===== src/rtl/spi_register_sequencer_pkg.sv =====
// Shared definitions for the SPI register sequencer.
//   - op_e    : table entry operation codes
//   - state_e : sequencer FSM state encoding
//   - helper functions giving derived widths and table entry field offsets
//     (entry layout, MSB to LSB: {op[1:0], slave, addr, data})
package spi_register_sequencer_pkg;

    typedef enum logic [1:0] {
        OP_END     = 2'b00,
        OP_WRITE   = 2'b01,
        OP_WVERIFY = 2'b10,
        OP_DELAY   = 2'b11
    } op_e;

    typedef enum logic [3:0] {
        ST_IDLE    = 4'd0,
        ST_FETCH   = 4'd1,
        ST_XFER_WR = 4'd2,
        ST_GAP     = 4'd3,
        ST_XFER_RD = 4'd4,
        ST_CHECK   = 4'd5,
        ST_WAIT    = 4'd6,
        ST_DONE    = 4'd7,
        ST_FAIL    = 4'd8
    } state_e;

    localparam int ENT_DATA_LSB = 0;

    // Width able to index n items, never less than one bit.
    function automatic int clog2_min1(input int n);
        return (n <= 2) ? 1 : $clog2(n);
    endfunction

    function automatic int ent_addr_lsb(input int data_w);
        return data_w;
    endfunction

    function automatic int ent_slave_lsb(input int addr_w, input int data_w);
        return addr_w + data_w;
    endfunction

    function automatic int ent_op_lsb(input int slv_w, input int addr_w, input int data_w);
        return slv_w + addr_w + data_w;
    endfunction

endpackage


===== src/rtl/spi_register_sequencer_frame_engine.sv =====
// spi_frame_engine: shifts out one SPI mode-0 frame (MSB first) while
// shifting in miso, then releases the chip select.
//   clk, reset_n : clock, synchronous active-low reset
//   i_go         : start a frame (taken only when o_ready is high)
//   i_frame      : FRAME_W bits to transmit
//   i_slave      : chip select to drive low for this frame
//   i_miso       : serial data in, sampled on sclk rising edges
//   o_ready      : engine idle
//   o_last       : high in the cycle whose closing edge releases ss_n
//   o_rx_data    : last DATA_W bits received
//   o_mosi, o_sclk, o_ss_n : SPI pins
module spi_frame_engine
    import spi_register_sequencer_pkg::*;
#(
    parameter int NUM_SLAVES = 2,
    parameter int ADDR_W     = 8,
    parameter int DATA_W     = 8,
    parameter int CLK_DIV    = 4
) (
    input  logic                                   clk,
    input  logic                                   reset_n,
    input  logic                                   i_go,
    input  logic [ADDR_W+DATA_W-1:0]               i_frame,
    input  logic [clog2_min1(NUM_SLAVES)-1:0]      i_slave,
    input  logic                                   i_miso,
    output logic                                   o_ready,
    output logic                                   o_last,
    output logic [DATA_W-1:0]                      o_rx_data,
    output logic                                   o_mosi,
    output logic                                   o_sclk,
    output logic [NUM_SLAVES-1:0]                  o_ss_n
);

    localparam int FRAME_W = ADDR_W + DATA_W;
    localparam int SLV_W   = clog2_min1(NUM_SLAVES);
    localparam int DIV_W   = clog2_min1(CLK_DIV);
    localparam int HALF_W  = $clog2(2 * FRAME_W + 1);
    localparam logic [DIV_W-1:0]  DIV_MAX   = DIV_W'(CLK_DIV - 1);
    localparam logic [HALF_W-1:0] LAST_HALF = HALF_W'(2 * FRAME_W);

    logic                  r_active;
    logic [DIV_W-1:0]      r_div_cnt;
    logic [HALF_W-1:0]     r_half_cnt;
    logic                  r_sclk;
    logic [NUM_SLAVES-1:0] r_ss_n;
    logic [FRAME_W-1:0]    r_shift;
    logic [DATA_W-1:0]     r_rx;

    logic                  w_load;
    logic                  w_tick;
    logic                  w_last;
    logic [NUM_SLAVES-1:0] w_ss_sel;

    assign w_load = i_go && !r_active;
    assign w_tick = r_active && (r_div_cnt == DIV_MAX);
    // Half-periods are numbered from 1; the one after the final sclk fall
    // (number 2*FRAME_W+1) closes the frame.
    assign w_last = w_tick && (r_half_cnt == LAST_HALF);

    always_comb begin
        w_ss_sel = '1;
        for (int i = 0; i < NUM_SLAVES; i++) begin
            w_ss_sel[i] = (i_slave != SLV_W'(i));
        end
    end

    always_ff @(posedge clk) begin
        if (!reset_n) begin
            r_active   <= 1'b0;
            r_div_cnt  <= '0;
            r_half_cnt <= '0;
            r_sclk     <= 1'b0;
            r_ss_n     <= '1;
        end else if (w_load) begin
            r_active   <= 1'b1;
            r_div_cnt  <= '0;
            r_half_cnt <= '0;
            r_sclk     <= 1'b0;
            r_ss_n     <= w_ss_sel;
        end else if (w_tick) begin
            r_div_cnt  <= '0;
            r_half_cnt <= r_half_cnt + HALF_W'(1);
            if (w_last) begin
                r_active <= 1'b0;
                r_ss_n   <= '1;
            end else begin
                // Even count so far means the next edge is a rising one.
                r_sclk <= !r_half_cnt[0];
            end
        end else if (r_active) begin
            r_div_cnt <= r_div_cnt + DIV_W'(1);
        end
    end

    always_ff @(posedge clk) begin
        if (w_load) begin
            r_shift <= i_frame;
        end else if (w_tick && !w_last) begin
            if (!r_half_cnt[0]) begin
                r_rx <= {r_rx[DATA_W-2:0], i_miso};
            end else begin
                r_shift <= {r_shift[FRAME_W-2:0], 1'b0};
            end
        end
    end

    assign o_ready   = !r_active;
    assign o_last    = w_last;
    assign o_rx_data = r_rx;
    assign o_mosi    = r_active && r_shift[FRAME_W-1];
    assign o_sclk    = r_sclk;
    assign o_ss_n    = r_ss_n;

endmodule


===== src/rtl/spi_register_sequencer.sv =====
// spi_register_sequencer: walks an external register table after a start
// pulse and programs SPI slaves with writes, verified writes and delays.
//   clk, reset_n  : clock, synchronous active-low reset
//   start         : one-cycle request, honoured in IDLE/DONE/FAIL
//   table_index   : current table address (combinational ROM outside)
//   table_entry   : {op[1:0], slave, addr, data} for table_index
//   busy          : sequence in progress
//   done, error   : completion levels, cleared by the next accepted start
//   error_index   : entry that failed
//   miso, mosi, sclk, ss_n : SPI pins (mode 0)
module spi_register_sequencer
    import spi_register_sequencer_pkg::*;
#(
    parameter int NUM_SLAVES  = 2,
    parameter int ADDR_W      = 8,
    parameter int DATA_W      = 8,
    parameter int MAX_ENTRIES = 16,
    parameter int CLK_DIV     = 4,
    parameter int GAP_CYCLES  = 8,
    parameter int MAX_RETRIES = 3,
    parameter int DELAY_UNIT  = 256
) (
    input  logic                                                   clk,
    input  logic                                                   reset_n,
    input  logic                                                   start,
    output logic [$clog2(MAX_ENTRIES)-1:0]                         table_index,
    input  logic [2+clog2_min1(NUM_SLAVES)+ADDR_W+DATA_W-1:0]      table_entry,
    output logic                                                   busy,
    output logic                                                   done,
    output logic                                                   error,
    output logic [$clog2(MAX_ENTRIES)-1:0]                         error_index,
    input  logic                                                   miso,
    output logic                                                   mosi,
    output logic                                                   sclk,
    output logic [NUM_SLAVES-1:0]                                  ss_n
);

    localparam int SLV_W    = clog2_min1(NUM_SLAVES);
    localparam int FRAME_W  = ADDR_W + DATA_W;
    localparam int IDX_W    = $clog2(MAX_ENTRIES);
    localparam int GAP_W    = clog2_min1(GAP_CYCLES);
    localparam int RTRY_W   = clog2_min1(MAX_RETRIES + 1);
    localparam int WAIT_W   = DATA_W + $clog2(DELAY_UNIT) + 1;
    localparam int ADDR_LSB = ent_addr_lsb(DATA_W);
    localparam int SLV_LSB  = ent_slave_lsb(ADDR_W, DATA_W);
    localparam int OP_LSB   = ent_op_lsb(SLV_W, ADDR_W, DATA_W);
    localparam logic [ADDR_W-1:0] ADDR_RW_MASK = {1'b1, {(ADDR_W-1){1'b0}}};

    state_e              r_state;
    state_e              w_next_state;
    logic                r_start_q;
    logic [IDX_W-1:0]    r_index;
    logic [IDX_W-1:0]    r_err_index;
    logic [RTRY_W-1:0]   r_retry_cnt;
    logic [GAP_W-1:0]    r_gap_cnt;
    logic [WAIT_W-1:0]   r_wait_cnt;
    logic                r_rd_phase;
    op_e                 r_entry_op;
    logic [SLV_W-1:0]    r_entry_slv;
    logic [ADDR_W-1:0]   r_entry_addr;
    logic [DATA_W-1:0]   r_entry_data;

    op_e                 w_live_op;
    logic [SLV_W-1:0]    w_live_slv;
    logic [ADDR_W-1:0]   w_live_addr;
    logic [DATA_W-1:0]   w_live_data;
    logic                w_slave_ok;
    logic [WAIT_W-1:0]   w_delay_len;
    logic                w_accept;
    logic                w_last_idx;
    logic                w_gap_last;
    logic                w_match;
    logic                w_retry_left;
    logic                w_adv;
    logic                w_go;
    logic [FRAME_W-1:0]  w_frame;
    logic [SLV_W-1:0]    w_frame_slv;
    logic                w_eng_ready;
    logic                w_eng_last;
    logic [DATA_W-1:0]   w_rx_data;
    state_e              w_after_entry;

    assign w_live_op    = op_e'(table_entry[OP_LSB +: 2]);
    assign w_live_slv   = table_entry[SLV_LSB +: SLV_W];
    assign w_live_addr  = table_entry[ADDR_LSB +: ADDR_W];
    assign w_live_data  = table_entry[ENT_DATA_LSB +: DATA_W];
    // Widened by one bit so the range check stays meaningful when
    // NUM_SLAVES is a power of two.
    assign w_slave_ok   = {1'b0, w_live_slv} < (SLV_W+1)'(NUM_SLAVES);
    assign w_delay_len  = WAIT_W'(w_live_data) * WAIT_W'(DELAY_UNIT);
    assign w_accept     = (r_state == ST_IDLE) || (r_state == ST_DONE) || (r_state == ST_FAIL);
    assign w_last_idx   = (r_index == IDX_W'(MAX_ENTRIES - 1));
    assign w_gap_last   = (r_gap_cnt == GAP_W'(GAP_CYCLES - 1));
    assign w_match      = (w_rx_data == r_entry_data);
    assign w_retry_left = (r_retry_cnt < RTRY_W'(MAX_RETRIES));
    // The last table slot finishes the sequence even without an END entry.
    assign w_after_entry = w_last_idx ? ST_DONE : ST_FETCH;
    assign w_adv = (w_next_state == ST_FETCH) && !w_accept;

    // State register
    always_ff @(posedge clk) begin
        if (!reset_n) begin
            r_state <= ST_IDLE;
        end else begin
            r_state <= w_next_state;
        end
    end

    // Next-state logic
    always_comb begin
        w_next_state = r_state;
        case (r_state)
            ST_IDLE, ST_DONE, ST_FAIL: begin
                if (r_start_q) w_next_state = ST_FETCH;
            end
            ST_FETCH: begin
                case (w_live_op)
                    OP_END:   w_next_state = ST_DONE;
                    OP_DELAY: begin
                        // FETCH already accounts for one cycle of the delay.
                        if (w_delay_len <= WAIT_W'(1)) w_next_state = w_after_entry;
                        else                           w_next_state = ST_WAIT;
                    end
                    default:  w_next_state = w_slave_ok ? ST_XFER_WR : ST_FAIL;
                endcase
            end
            ST_XFER_WR, ST_XFER_RD: begin
                if (w_eng_last) w_next_state = ST_GAP;
            end
            ST_GAP: begin
                if (w_gap_last) begin
                    if (r_rd_phase)                   w_next_state = ST_CHECK;
                    else if (r_entry_op == OP_WVERIFY) w_next_state = ST_XFER_RD;
                    else                              w_next_state = w_after_entry;
                end
            end
            ST_CHECK: begin
                if (w_match)           w_next_state = w_after_entry;
                else if (w_retry_left) w_next_state = ST_XFER_WR;
                else                   w_next_state = ST_FAIL;
            end
            ST_WAIT: begin
                if (r_wait_cnt == '0) w_next_state = w_after_entry;
            end
            default: w_next_state = ST_IDLE;
        endcase
    end

    // Output logic: status levels and frame launch
    always_comb begin
        busy        = !w_accept;
        done        = (r_state == ST_DONE);
        error       = (r_state == ST_FAIL);
        w_go        = w_eng_ready &&
                      (((w_next_state == ST_XFER_WR) && (r_state != ST_XFER_WR)) ||
                       ((w_next_state == ST_XFER_RD) && (r_state != ST_XFER_RD)));
        w_frame     = {r_entry_addr | ADDR_RW_MASK, r_entry_data};
        w_frame_slv = r_entry_slv;
        if (r_state == ST_FETCH) begin
            w_frame     = {w_live_addr | ADDR_RW_MASK, w_live_data};
            w_frame_slv = w_live_slv;
        end else if (r_state == ST_GAP) begin
            w_frame = {r_entry_addr & ~ADDR_RW_MASK, {DATA_W{1'b0}}};
        end
    end

    // Control counters
    always_ff @(posedge clk) begin
        if (!reset_n) begin
            r_start_q   <= 1'b0;
            r_index     <= '0;
            r_err_index <= '0;
            r_retry_cnt <= '0;
            r_gap_cnt   <= '0;
            r_wait_cnt  <= '0;
            r_rd_phase  <= 1'b0;
        end else begin
            r_start_q <= start && w_accept;

            if (w_accept && r_start_q) r_index <= '0;
            else if (w_adv)            r_index <= r_index + IDX_W'(1);

            if ((w_next_state == ST_FAIL) && (r_state != ST_FAIL)) r_err_index <= r_index;

            if (r_state == ST_FETCH)
                r_retry_cnt <= '0;
            else if ((r_state == ST_CHECK) && (w_next_state == ST_XFER_WR))
                r_retry_cnt <= r_retry_cnt + RTRY_W'(1);

            if (r_state == ST_GAP) r_gap_cnt <= r_gap_cnt + GAP_W'(1);
            else                   r_gap_cnt <= '0;

            if (r_state == ST_FETCH)     r_wait_cnt <= w_delay_len - WAIT_W'(2);
            else if (r_state == ST_WAIT) r_wait_cnt <= r_wait_cnt - WAIT_W'(1);

            if (w_next_state == ST_XFER_RD)      r_rd_phase <= 1'b1;
            else if (w_next_state == ST_XFER_WR) r_rd_phase <= 1'b0;
        end
    end

    // Entry capture
    always_ff @(posedge clk) begin
        if (r_state == ST_FETCH) begin
            r_entry_op   <= w_live_op;
            r_entry_slv  <= w_live_slv;
            r_entry_addr <= w_live_addr;
            r_entry_data <= w_live_data;
        end
    end

    assign table_index = r_index;
    assign error_index = r_err_index;

    spi_frame_engine #(
        .NUM_SLAVES (NUM_SLAVES),
        .ADDR_W     (ADDR_W),
        .DATA_W     (DATA_W),
        .CLK_DIV    (CLK_DIV)
    ) u_frame_engine (
        .clk       (clk),
        .reset_n   (reset_n),
        .i_go      (w_go),
        .i_frame   (w_frame),
        .i_slave   (w_frame_slv),
        .i_miso    (miso),
        .o_ready   (w_eng_ready),
        .o_last    (w_eng_last),
        .o_rx_data (w_rx_data),
        .o_mosi    (mosi),
        .o_sclk    (sclk),
        .o_ss_n    (ss_n)
    );

endmodule


===== config.mk =====
export PLATFORM = sky130hd
export DESIGN_NAME = spi_register_sequencer
export DESIGN_NICKNAME = d
export VERILOG_FILES = /design/src/rtl/spi_register_sequencer_pkg.sv /design/src/rtl/spi_register_sequencer_frame_engine.sv /design/src/rtl/spi_register_sequencer.sv
export SDC_FILE = /design/constraint.sdc
export NUM_CORES = 1
export LEC_CHECK = 0
export BUFFER_PORTS_ARGS = -buffer_cell sky130_fd_sc_hd__buf_4
export CAP_MARGIN = 0
export CORE_MARGIN = 2
export CORE_UTILIZATION = 64
export DETAILED_ROUTE_END_ITERATION = 10
export PLACE_DENSITY = 0.85
export SETUP_SLACK_MARGIN = 0.5
export SLEW_MARGIN = 30
export SYNTH_ARGS = -nofsm -noshare
export SYNTH_HDL_FRONTEND = slang
export SYNTH_HIERARCHICAL = 1
export SYNTH_SLANG_ARGS = --single-unit

===== constraint.sdc =====
create_clock -name clk -period 11.3 [get_ports clk]
set_clock_uncertainty 0.05 [all_clocks]
set_input_delay 2.825 -clock clk [delete_from_list [all_inputs] [get_ports clk]]
set_output_delay 2.825 -clock clk [all_outputs]
set_load 0.005 [all_outputs]

==> metrics, run 1 <==
outcome=completed; drt pass-1 iters=4; Leakage=2.00 nW; Pwr per Cell Area=172 nW/µm²; worst reg2reg endpoint=u_frame_engine/r_shift[12]$_DFFE_PP_; Hold/Removal Path Class=register to register; GP Congestion=0.908; Final min period=6.55 ns; Max VDD drop=0.116 mV; setup TNS=0 ns; Clock Tree Buf Depth=2; row count=30; Die X=87.3 µm; Root Driver=clkbuf_8; share of cells above drive strength 1=13.9%; worst min-delay path endpoint=r_gap_cnt[0]$_SDFF_PN0_; first-pass GRT wire length=15.3 mm; combinational power share=20.5%; final hold vios=0; Cell Area, Synth=4440 µm²; routed len/inst=16.2 µm; asr flop ratio synth=0%; register area share after synthesis=49.8%; post-route cell area=4940 µm²; Buffers on Ports=36; Worst setup EP type=register; FF+latch count, synth=90; post-cts resize count=0; R2R Path Start=u_frame_engine/r_half_cnt[0]$_SDFFE_PP0P_; predominant post-synthesis flop cell=dfxtp_1; hold_buf cts=0; CP required=11.25 ns; Hold Path Origin=r_gap_cnt[0]$_SDFF_PN0_; Fmax achieved=153 MHz; nets@finish=518; Area Overhead vs Synth=11.2%; r2r worst-path depth=12; # diodes=0; worst-margin pin slew=0.818 ns; postcts setup bufs=0; CTS sink cnt=90; Rel. slew slack=44.8%; Yosys cell types=65; max-cap violations=0; CTS H-tree lvls=3; net switching power=0.247 mW; GRT Residual Overflow=0; Synth Area per Inst=9.72 µm²; via count=3381; core area=6760 µm²; largest net degree at the start of global routing=42; Placed Area=4700 µm²; arrival time at the worst endpoint=6.49 ns; EDFF count, synth=41; reg2reg setup slack=6.87 ns; RSZ-0062 raised after global routing=false; CTS Buf Count=9; Synth Instances=457; Design Power=0.847 mW; worst slack on hold paths=0.383 ns; die height=87.3 µm; IO Count=38; final setup violating endpoints=0; DR vias/cell=5.95; initial core utilization=65.7%; Sw Ratio=29.1%; clock share of power=30.9%; critical-path maximum fanout=20; share of power burned in registers=48.6%; worst skew pair latency=0.36 ns; drt initial violations=201; clock-pin slew on the worst setup and hold paths=0.08 ns; Synth Net Count=492; WS Path Type=input pin to register; Tot GR Track Use=25.7%; Hold Path Depth=1; TritonCTS clock tree=yes; number of global-route vias before repair=3281; startpoint types=input pin; initial antenna violation count=0; DP HPWL=6.38 mm; Routed Antenna Nets=0; Pins Over Slew Limit=0; final WL=9.18 mm; commonest non-fill, non-tap cells in the layout=92 x nand2_1, 49 x dfxtp_1, 41 x edfxtp_1; leading cell type in the layout, fill and taps excluded=nand2_1; Pint=0.601 mW; Tcrit/Tclk final=57.9%; total die area=7620 µm²; Ys Warns=6; # DRC=0
-- sequential cells by signal (all words and copies together), names as in the netlist, 2 cells and up --
signal / flops
u_frame_engine/o_ss_n: 2
u_frame_engine/r_half_cnt: 6
r_state: 4
r_entry_data: 8
r_gap_cnt: 3
r_entry_addr: 7
table_index: 4
error_index: 4
u_frame_engine/r_shift: 16
r_entry_op: 2
r_wait_cnt: 17
u_frame_engine/o_rx_data: 8
u_frame_engine/r_div_cnt: 2
r_retry_cnt: 2
-- how the worst max path moves through the flow --
stage | startpoint | endpoint | slack (ns) | cells past startpoint
after floorplan | table_entry[0] | u_frame_engine/r_shift[0]$_SDFFCE_PN0P_ | 5.21 | 12
after detailed placement | table_entry[0] | u_frame_engine/r_shift[1]$_DFFE_PP_ | 4.39 | 11
final | table_entry[0] | u_frame_engine/r_shift[12]$_DFFE_PP_ | 4.75 | 11
after global placement | table_entry[0] | u_frame_engine/r_shift[0]$_SDFFCE_PN0P_ | 4.41 | 11
after CTS | table_entry[0] | u_frame_engine/r_shift[12]$_DFFE_PP_ | 4.77 | 11
after global routing | table_entry[0] | u_frame_engine/r_shift[12]$_DFFE_PP_ | 4.45 | 11
-- layer usage --
layer	routed length [µm]	track usage [%]
met1	3980	33.7
met2	4570	41.6
met3	406	5.78
met4	223	9.65
met5	0	0
-- kinds of logic after synthesis --
| group | after synthesis | synth area share (%) |
|---|---|---|
| multiplexers | 8 | 1.80 |
| AND/OR/NAND/NOR | 206 | 23.1 |
| adder cells (fa/ha/maj) | 12 | 3.38 |
| buffers and inverters | 41 | 4.34 |
| AO/OA/AOI/OAI | 72 | 12.0 |
| flip-flops | 90 | 49.8 |
| XOR/XNOR | 28 | 5.52 |
-- worst max-delay path, stage by stage --
cell	delay, ns
buf_4	0.12
inv_1	0.10
ha_1	0.20
or4b_1	0.59
or4_1	0.51
a221oi_1	0.41
nand2b_1	0.14
nor3_1	0.21
o211a_1	0.24
and2b_1	0.58
a21o_1	0.55
-- power groups by stage --
stage | logic, mW | registers [mW] | clock network, mW
after floorplan | 0.136 | 0.409 | 0
after global placement | 0.163 | 0.416 | 0
after detailed placement | 0.170 | 0.419 | 0
after CTS | 0.173 | 0.412 | 0.265
after global routing | 0.193 | 0.416 | 0.278
final | 0.173 | 0.412 | 0.262
-- area by class of cell --
class	count	area [µm²]
clock inverter	7	115
multi-input combinational	326	2040
inverter	19	71.3
timing repair buffer	37	278
fill	499	1820
tap	80	100
sequential	90	2210
clock buffer	9	124
-- synth_stat cells (all sizes together) (4+ instances only) --
cell type / count / area [µm²]
clkbuf: 11 / 42.5
a21oi: 19 / 98.9
inv: 18 / 67.6
nor3: 14 / 70.1
and3: 4 / 26.3
a22o: 6 / 52.6
and2: 6 / 37.5
nand2: 93 / 357
o211a: 4 / 40.0
nand4: 5 / 31.3
nand2b: 4 / 25.0
or3: 7 / 45.1
dfxtp: 49 / 981
a211oi: 5 / 42.5
edfxtp: 41 / 1230
mux2i: 8 / 80.1
o21ai: 10 / 50.1
buf: 9 / 57.6
nor4bb: 4 / 40.0
nand3: 9 / 45.0
o31ai: 5 / 37.5
nor2b: 4 / 25.0
nor4: 5 / 46.3
nor2: 35 / 131
ha: 12 / 150
xnor2: 16 / 140
xor2: 12 / 105
or4: 5 / 48.8
-- metrics by stage --
step	setup WS [ns]	utilization [%]	instances
after floorplan	5.21	-	457
after global placement	4.41	69.5	552
after detailed placement	4.39	69.5	552
after CTS	4.77	73.1	568
after global routing	4.45	73.1	568
final	4.75	73.1	568
Note: power is estimated with default switching activity, not from simulation.
==> run 2, diff against run 1 <==
--- a/config.mk
+++ b/config.mk
@@ -8,9 +8,9 @@
 export BUFFER_PORTS_ARGS = -buffer_cell sky130_fd_sc_hd__buf_4
 export CAP_MARGIN = 0
 export CORE_MARGIN = 2
-export CORE_UTILIZATION = 64
+export CORE_UTILIZATION = 59
 export DETAILED_ROUTE_END_ITERATION = 10
-export PLACE_DENSITY = 0.85
+export PLACE_DENSITY = 0.79
 export SETUP_SLACK_MARGIN = 0.5
 export SLEW_MARGIN = 30
 export SYNTH_ARGS = -nofsm -noshare
==> constraint.sdc (replaced) <==
create_clock -name clk -period 6.6 [get_ports clk]
set_clock_uncertainty 0.05 [all_clocks]
set_input_delay 1.65 -clock clk [delete_from_list [all_inputs] [get_ports clk]]
set_output_delay 1.65 -clock clk [all_outputs]
set_load 0.005 [all_outputs]
==> run 2 against run 1 <==
Against the previous run:
- die area grew 8.1%
- core utilization down 5.2 points
- final cell count grew 3.5%
- sequential power increased by 71%
==> metrics, run 2 (synthesis results as in run 1) <==
final WL=8.67 mm (was 9.18 mm); total die area=8240 µm² (was 7620 µm²); drt initial violations=201 (unchanged); TritonCTS clock tree=yes (unchanged); critical-path maximum fanout=20 (unchanged); drt pass-1 iters=4 (unchanged); final setup violating endpoints=0 (unchanged); number of global-route vias before repair=3103 (was 3281); Worst setup EP type=register (unchanged); Design Power=1.35 mW (was 0.847 mW); Max VDD drop=0.157 mV (was 0.116 mV); Placed Area=4730 µm² (was 4700 µm²); Routed Antenna Nets=0 (unchanged); hold_buf cts=0 (unchanged); Hold Path Depth=1 (unchanged); via count=3307 (was 3381); CP cell instances=buf_4 -> inv_1 -> ha_1 -> or4b_1 -> or4_1 -> a221oi_1 -> nand2b_1 -> nor3_1 -> o211a_1 -> and2b_1 -> buf_4 -> a21o_1 (was buf_4 -> inv_1 -> ha_1 -> or4b_1 -> or4_1 -> a221oi_1 -> nand2b_1 -> nor3_1 -> o211a_1 -> and2b_1 -> a21o_1); Largest delay share family, worst path=simple AND/OR/NAND/NOR gates (unchanged); die height=90.8 µm (was 87.3 µm); leading cell type in the layout, fill and taps excluded=nand2_1 (unchanged); biggest regs=r_wait_cnt x17, u_frame_engine/r_shift x16 (unchanged); initial core utilization=61.2% (was 65.7%); post-route cell area=4920 µm² (was 4940 µm²); # diodes=0 (unchanged); worst skew pair latency=0.36 ns (about the same); setup TNS=0 ns (unchanged); commonest non-fill, non-tap cells in the layout=92 x nand2_1, 49 x dfxtp_1, 41 x edfxtp_1 (unchanged); Tot GR Track Use=22.0% (was 25.7%); DR vias/cell=5.62 (was 5.95); slowest stage cell, crit path=or4b_1 (unchanged); most used cell, CP=buf_4; postcts setup bufs=0 (unchanged); post-cts resize count=0 (unchanged); routed len/inst=14.8 µm (was 16.2 µm); Root Driver=clkbuf_8 (unchanged); Final min period=5.13 ns; CP required=6.55 ns (was 11.25 ns); first-pass GRT wire length=14.6 mm (was 15.3 mm); max FFs per register=17 (unchanged); final hold vios=0 (unchanged); Area Overhead vs Synth=10.8% (was 11.2%); Pins Over Slew Limit=0 (unchanged); outcome=completed (unchanged); largest net degree at the start of global routing=42 (unchanged); IO Count=38 (unchanged); share of cells above drive strength 1=14.3% (was 13.9%); Fmax achieved=195 MHz; # DRC=0 (unchanged); Clock Tree Buf Depth=2 (unchanged); RSZ-0062 raised after global routing=false (unchanged); GP Congestion=0.882 (was 0.908); CTS sink cnt=90 (unchanged); CTS H-tree lvls=3 (unchanged); nets@finish=519 (was 518); row count=31 (was 30); Die X=90.8 µm (was 87.3 µm); WP buf/inv=3 (was 2); max-cap violations=0 (unchanged); clock-pin slew on the worst setup and hold paths=0.08 ns (about the same); DP HPWL=6.06 mm (was 6.38 mm); arrival time at the worst endpoint=5.08 ns (was 6.49 ns); Leakage=1.99 nW (was 2.00 nW); GRT Residual Overflow=0 (unchanged); Pwr per Cell Area=275 nW/µm² (was 172 nW/µm²); Rel. slew slack=37.4% (was 44.8%); crit-path max cell delay=0.58 ns (was 0.59 ns); Tcrit/Tclk final=77.7%; Hold/Removal Path Class=register to register (unchanged); CTS Buf Count=9 (unchanged); worst-margin pin slew=0.926 ns (was 0.818 ns); initial antenna violation count=0 (unchanged); WS Path Type=input pin to register (unchanged); core area=7250 µm² (was 6760 µm²); largest reg by FF count=r_wait_cnt (unchanged); r2r worst-path depth=12 (unchanged); Buffers on Ports=36 (unchanged); startpoint types=input pin (unchanged); Levels on crit path=12 (was 11)
run 2: cell count changes in the layout (fill, tap and decap cells not counted):
cell       before  now
clkinv_1        3    1
clkbuf_8        9   10
inv_6           1    0
clkinv_2        0    1
inv_4           0    1
bufinv_16       3    0
clkbuf_2        0    1
clkbuf_1        0    1
buf_4          37   38
clkbuf_16       0    1
run 2: per-layer routing:
layer  vias up  GRT usage [%]  share of wire, %
met5         -              0                 0
met4         0           9.36               1.8
met3        10           3.34               4.5
met2        73           35.9                48
met1      1556           29.3                45
li1       1668              -                 -
run 2: metrics by stage:
stage                     instances  utilization [%]  hold WS (ns)  worst slack (ns)
after floorplan                 457                -         0.355              1.68
after global placement          572             65.2         0.367              1.15
after detailed placement        572             65.2         0.390              1.08
after CTS                       588             67.8         0.402              1.46
after global routing            588             67.8         0.432              1.16
final                           588             67.8         0.392              1.47
run 2: report_power, final:
part | switching (mW) | internal [mW]
clock network | 0.188 | 0.172
registers | 0.0417 | 0.662
logic | 0.172 | 0.117
run 2: layout make-up:
type,count,area (µm²)
fill,608,2330
sequential,90,2210
multi-input combinational,326,2040
timing repair buffer,38,285
clock buffer,13,171
tap,99,124
inverter,19,71.3
clock inverter,3,20.0
run 2: path summary, 6_finish.rpt:
path	from	to	slack [ns]
setup / recovery	table_entry[0]	u_frame_engine/r_shift[14]$_DFFE_PP_	1.47
hold / removal	r_gap_cnt[0]$_SDFF_PN0_	r_gap_cnt[0]$_SDFF_PN0_	0.39
setup reg to reg	u_frame_engine/r_div_cnt[0]$_SDFFE_PP0P_	u_frame_engine/r_shift[14]$_DFFE_PP_	2.50
hold reg to reg	r_gap_cnt[0]$_SDFF_PN0_	r_gap_cnt[0]$_SDFF_PN0_	0.39
==> run 3, diff against run 2 <==
--- a/config.mk
+++ b/config.mk
@@ -5,12 +5,13 @@
 export SDC_FILE = /design/constraint.sdc
 export NUM_CORES = 1
 export LEC_CHECK = 0
+export ABC_AREA = 1
 export BUFFER_PORTS_ARGS = -buffer_cell sky130_fd_sc_hd__buf_4
 export CAP_MARGIN = 0
 export CORE_MARGIN = 2
-export CORE_UTILIZATION = 59
+export CORE_UTILIZATION = 60
 export DETAILED_ROUTE_END_ITERATION = 10
-export PLACE_DENSITY = 0.79
+export PLACE_DENSITY = 0.8
 export SETUP_SLACK_MARGIN = 0.5
 export SLEW_MARGIN = 30
 export SYNTH_ARGS = -nofsm -noshare
==> constraint.sdc (replaced) <==
create_clock -name clk -period 5.1 [get_ports clk]
set_clock_uncertainty 0.05 [all_clocks]
set_input_delay 1.275 -clock clk [delete_from_list [all_inputs] [get_ports clk]]
set_output_delay 1.275 -clock clk [all_outputs]
set_load 0.005 [all_outputs]
==> run 3 against run 2 <==
Against the previous run:
- non-clock buffer count decreased by 1
- clock-buffer cell count stayed put
- sequential share of layout area down 2.8 points
- final cell count is 25% higher
- largest power group unchanged
==> metrics, run 3 <==
outcome=completed (unchanged); Pins Over Slew Limit=0 (unchanged); EDFF count, synth=41 (unchanged); predominant post-synthesis flop cell=dfxtp_1 (unchanged); top post-synthesis cells by count=164 x nand2_1, 70 x inv_1, 49 x dfxtp_1, 48 x nor2_1, 41 x edfxtp_1 (was 92 x nand2_1, 49 x dfxtp_1, 41 x edfxtp_1, 35 x nor2_1); Root Driver=clkbuf_8 (unchanged); WS Path Type=input pin to register (unchanged); Compound-Gate Fraction of Synth Area=9.03% (was 12.0%); worst skew pair latency=0.35 ns (was 0.36 ns); Synth Area per Inst=7.98 µm² (was 9.72 µm²); max FFs per register=17 (unchanged); Synth top area share=26.2% (was 27.7%); asr flop ratio synth=0% (unchanged); number of global-route vias before repair=3757 (was 3103); CP required=5.04 ns (was 6.55 ns); # DRC=0 (unchanged); final WL=9.96 mm (was 8.67 mm); Tot GR Track Use=24.6% (was 22.0%); Synth Instances=589 (was 457); post-route cell area=5250 µm² (was 4920 µm²); DP HPWL=7.26 mm (was 6.06 mm); share of cells above drive strength 1=17.1% (was 14.3%); Ys Warns=6 (unchanged); XOR/XNOR Fraction of Synth Area=3.54% (was 5.52%); ranking of synthesized cells by area=edfxtp_1 26%, dfxtp_1 21%, nand2_1 13%, inv_1 5.6%, nor2_1 3.8% (was edfxtp_1 28%, dfxtp_1 22%, nand2_1 7.8%, ha_1 3.4%, xnor2_1 3.2%); row count=32 (was 31); clock-pin slew on the worst setup and hold paths=0.08 ns (about the same); Buffers on Ports=36 (unchanged); final setup violating endpoints=0 (unchanged); RSZ-0062 raised after global routing=false (unchanged); largest family of logic cells by synthesized area=simple AND/OR/NAND/NOR gates (unchanged); IO Count=38 (unchanged); GP Congestion=0.880 (was 0.882); commonest non-fill, non-tap cells in the layout=163 x nand2_1, 70 x inv_1, 49 x dfxtp_1 (was 92 x nand2_1, 49 x dfxtp_1, 41 x edfxtp_1); Design Power=2.01 mW (was 1.35 mW); r2r worst-path depth=17 (was 12); arrival time at the worst endpoint=3.94 ns (was 5.08 ns); postcts setup bufs=0 (unchanged); # diodes=0 (unchanged); total die area=8550 µm² (was 8240 µm²); initial antenna violation count=0 (unchanged); initial core utilization=61.4% (was 61.2%); count leader, synth=nand2_1 (unchanged); drt initial violations=301 (was 201); adder-cell share of the synthesized area=3.20% (was 3.38%); Max VDD drop=0.213 mV (was 0.157 mV); Fmax achieved=250 MHz; die height=92.5 µm (was 90.8 µm); CTS sink cnt=90 (unchanged); Hold Path Depth=1 (unchanged); Leakage=2.41 nW (was 1.99 nW); Routed Antenna Nets=0 (unchanged); first-pass GRT wire length=16.7 mm (was 14.6 mm); TritonCTS clock tree=yes (unchanged); Area Overhead vs Synth=11.8% (was 10.8%); Worst setup EP type=register (unchanged); CTS H-tree lvls=3 (unchanged); worst-margin pin slew=0.660 ns (was 0.926 ns); max-cap violations=0 (unchanged); Cell Area, Synth=4700 µm² (was 4440 µm²); startpoint types=input pin (unchanged); Placed Area=5060 µm² (was 4730 µm²); setup TNS=0 ns (unchanged); Yosys cell types=39 (was 65); via count=3908 (was 3307); Clock Tree Buf Depth=2 (unchanged); Yosys top cell by area=edfxtp_1 (unchanged); CTS Buf Count=9 (unchanged); hold_buf cts=0 (unchanged); Synth Net Count=624 (was 492); Tcrit/Tclk final=78.4%; Die X=92.5 µm (was 90.8 µm); DR vias/cell=5.32 (was 5.62); routed len/inst=13.6 µm (was 14.8 µm); mux share of post-synthesis cell area=0% (was 1.80%); biggest regs=r_wait_cnt x17, u_frame_engine/r_shift x16 (unchanged); final hold vios=0 (unchanged); largest net degree at the start of global routing=38 (was 42); largest reg by FF count=r_wait_cnt (unchanged); critical-path maximum fanout=20 (unchanged); leading cell type in the layout, fill and taps excluded=nand2_1 (unchanged); drt pass-1 iters=4 (unchanged); nets@finish=662 (was 519); core area=7650 µm² (was 7250 µm²); Post-Synth Simple-Gate Area=29.2% (was 23.1%); Hold/Removal Path Class=register to register (unchanged); Pwr per Cell Area=382 nW/µm² (was 275 nW/µm²); post-cts resize count=0 (unchanged); Rel. slew slack=55.9% (was 37.4%); register area share after synthesis=47.1% (was 49.8%); FF+latch count, synth=90 (unchanged); Final min period=4.00 ns; GRT Residual Overflow=0 (unchanged)
## run 3: cell types whose count changed after synthesis, moves of 9 or more
cell | previous run | this run
inv_1 | 18 | 70
inv_2 | 0 | 14
nand2_1 | 92 | 164
nand2_2 | 0 | 13
nand3_1 | 9 | 33
nor2_1 | 35 | 48
nor2_2 | 0 | 9
nor3_1 | 14 | 5
o21ai_0 | 10 | 34
## run 3: report_power, final
group,internal (mW),switching [mW],total [mW]
registers,0.875,0.0567,0.932
logic,0.204,0.397,0.601
clock network,0.227,0.249,0.476
## run 3: cell type report
type,instances,area [µm²]
multi-input combinational,404,2120
clock buffer,13,174
sequential,90,2210
tap,102,128
fill,615,2390
inverter,85,320
clock inverter,3,21.3
timing repair buffer,37,278
## run 3: path summary, 6_finish.rpt
path         slack, ns                                   to                                startpoint
max               1.10  u_frame_engine/r_shift[3]$_DFFE_PP_                            table_entry[0]
min               0.38              r_gap_cnt[0]$_SDFF_PN0_                   r_gap_cnt[0]$_SDFF_PN0_
max reg2reg       1.65  u_frame_engine/r_shift[3]$_DFFE_PP_  u_frame_engine/r_div_cnt[0]$_SDFFE_PP0P_
min reg2reg       0.38              r_gap_cnt[0]$_SDFF_PN0_                   r_gap_cnt[0]$_SDFF_PN0_
## run 3: layer usage
layer  track usage (%)  share of wire [%]  up-vias
met5                 0                  0        -
met4              7.09                1.3        0
met3              4.64                5.0       10
met2              43.5                 51       99
met1              30.6                 43     1816
li1                  -                  -     1983
## run 3: critical path, cell delays in order
cell      delay [ns]
buf_4           0.12
inv_1           0.11
ha_1            0.21
nand3_1         0.16
nor2_2          0.19
nand3_1         0.10
nand2_1         0.10
nand3_1         0.07
nand2_1         0.11
nand3_4         0.12
inv_1           0.11
nand4_1         0.12
a21boi_1        0.22
nand2_2         0.29
nand2_1         0.61
## run 3: metrics by stage
stage / utilization (%) / cells / setup WS [ns] / hold slack (ns)
finish: 68.7 / 734 / 1.10 / 0.378
global placement: 66.0 / 718 / 0.903 / 0.357
detailed placement: 66.1 / 718 / 0.722 / 0.373
floorplan: - / 589 / 1.35 / 0.349
CTS: 68.7 / 734 / 1.11 / 0.385
global route: 68.7 / 734 / 0.875 / 0.412
## run 3: cells by family after synthesis
kind of cell	Yosys count
compound gates	75
xor+xnor	19
fa+ha+maj	12
buf+inv	95
flops	90
simple gates	298
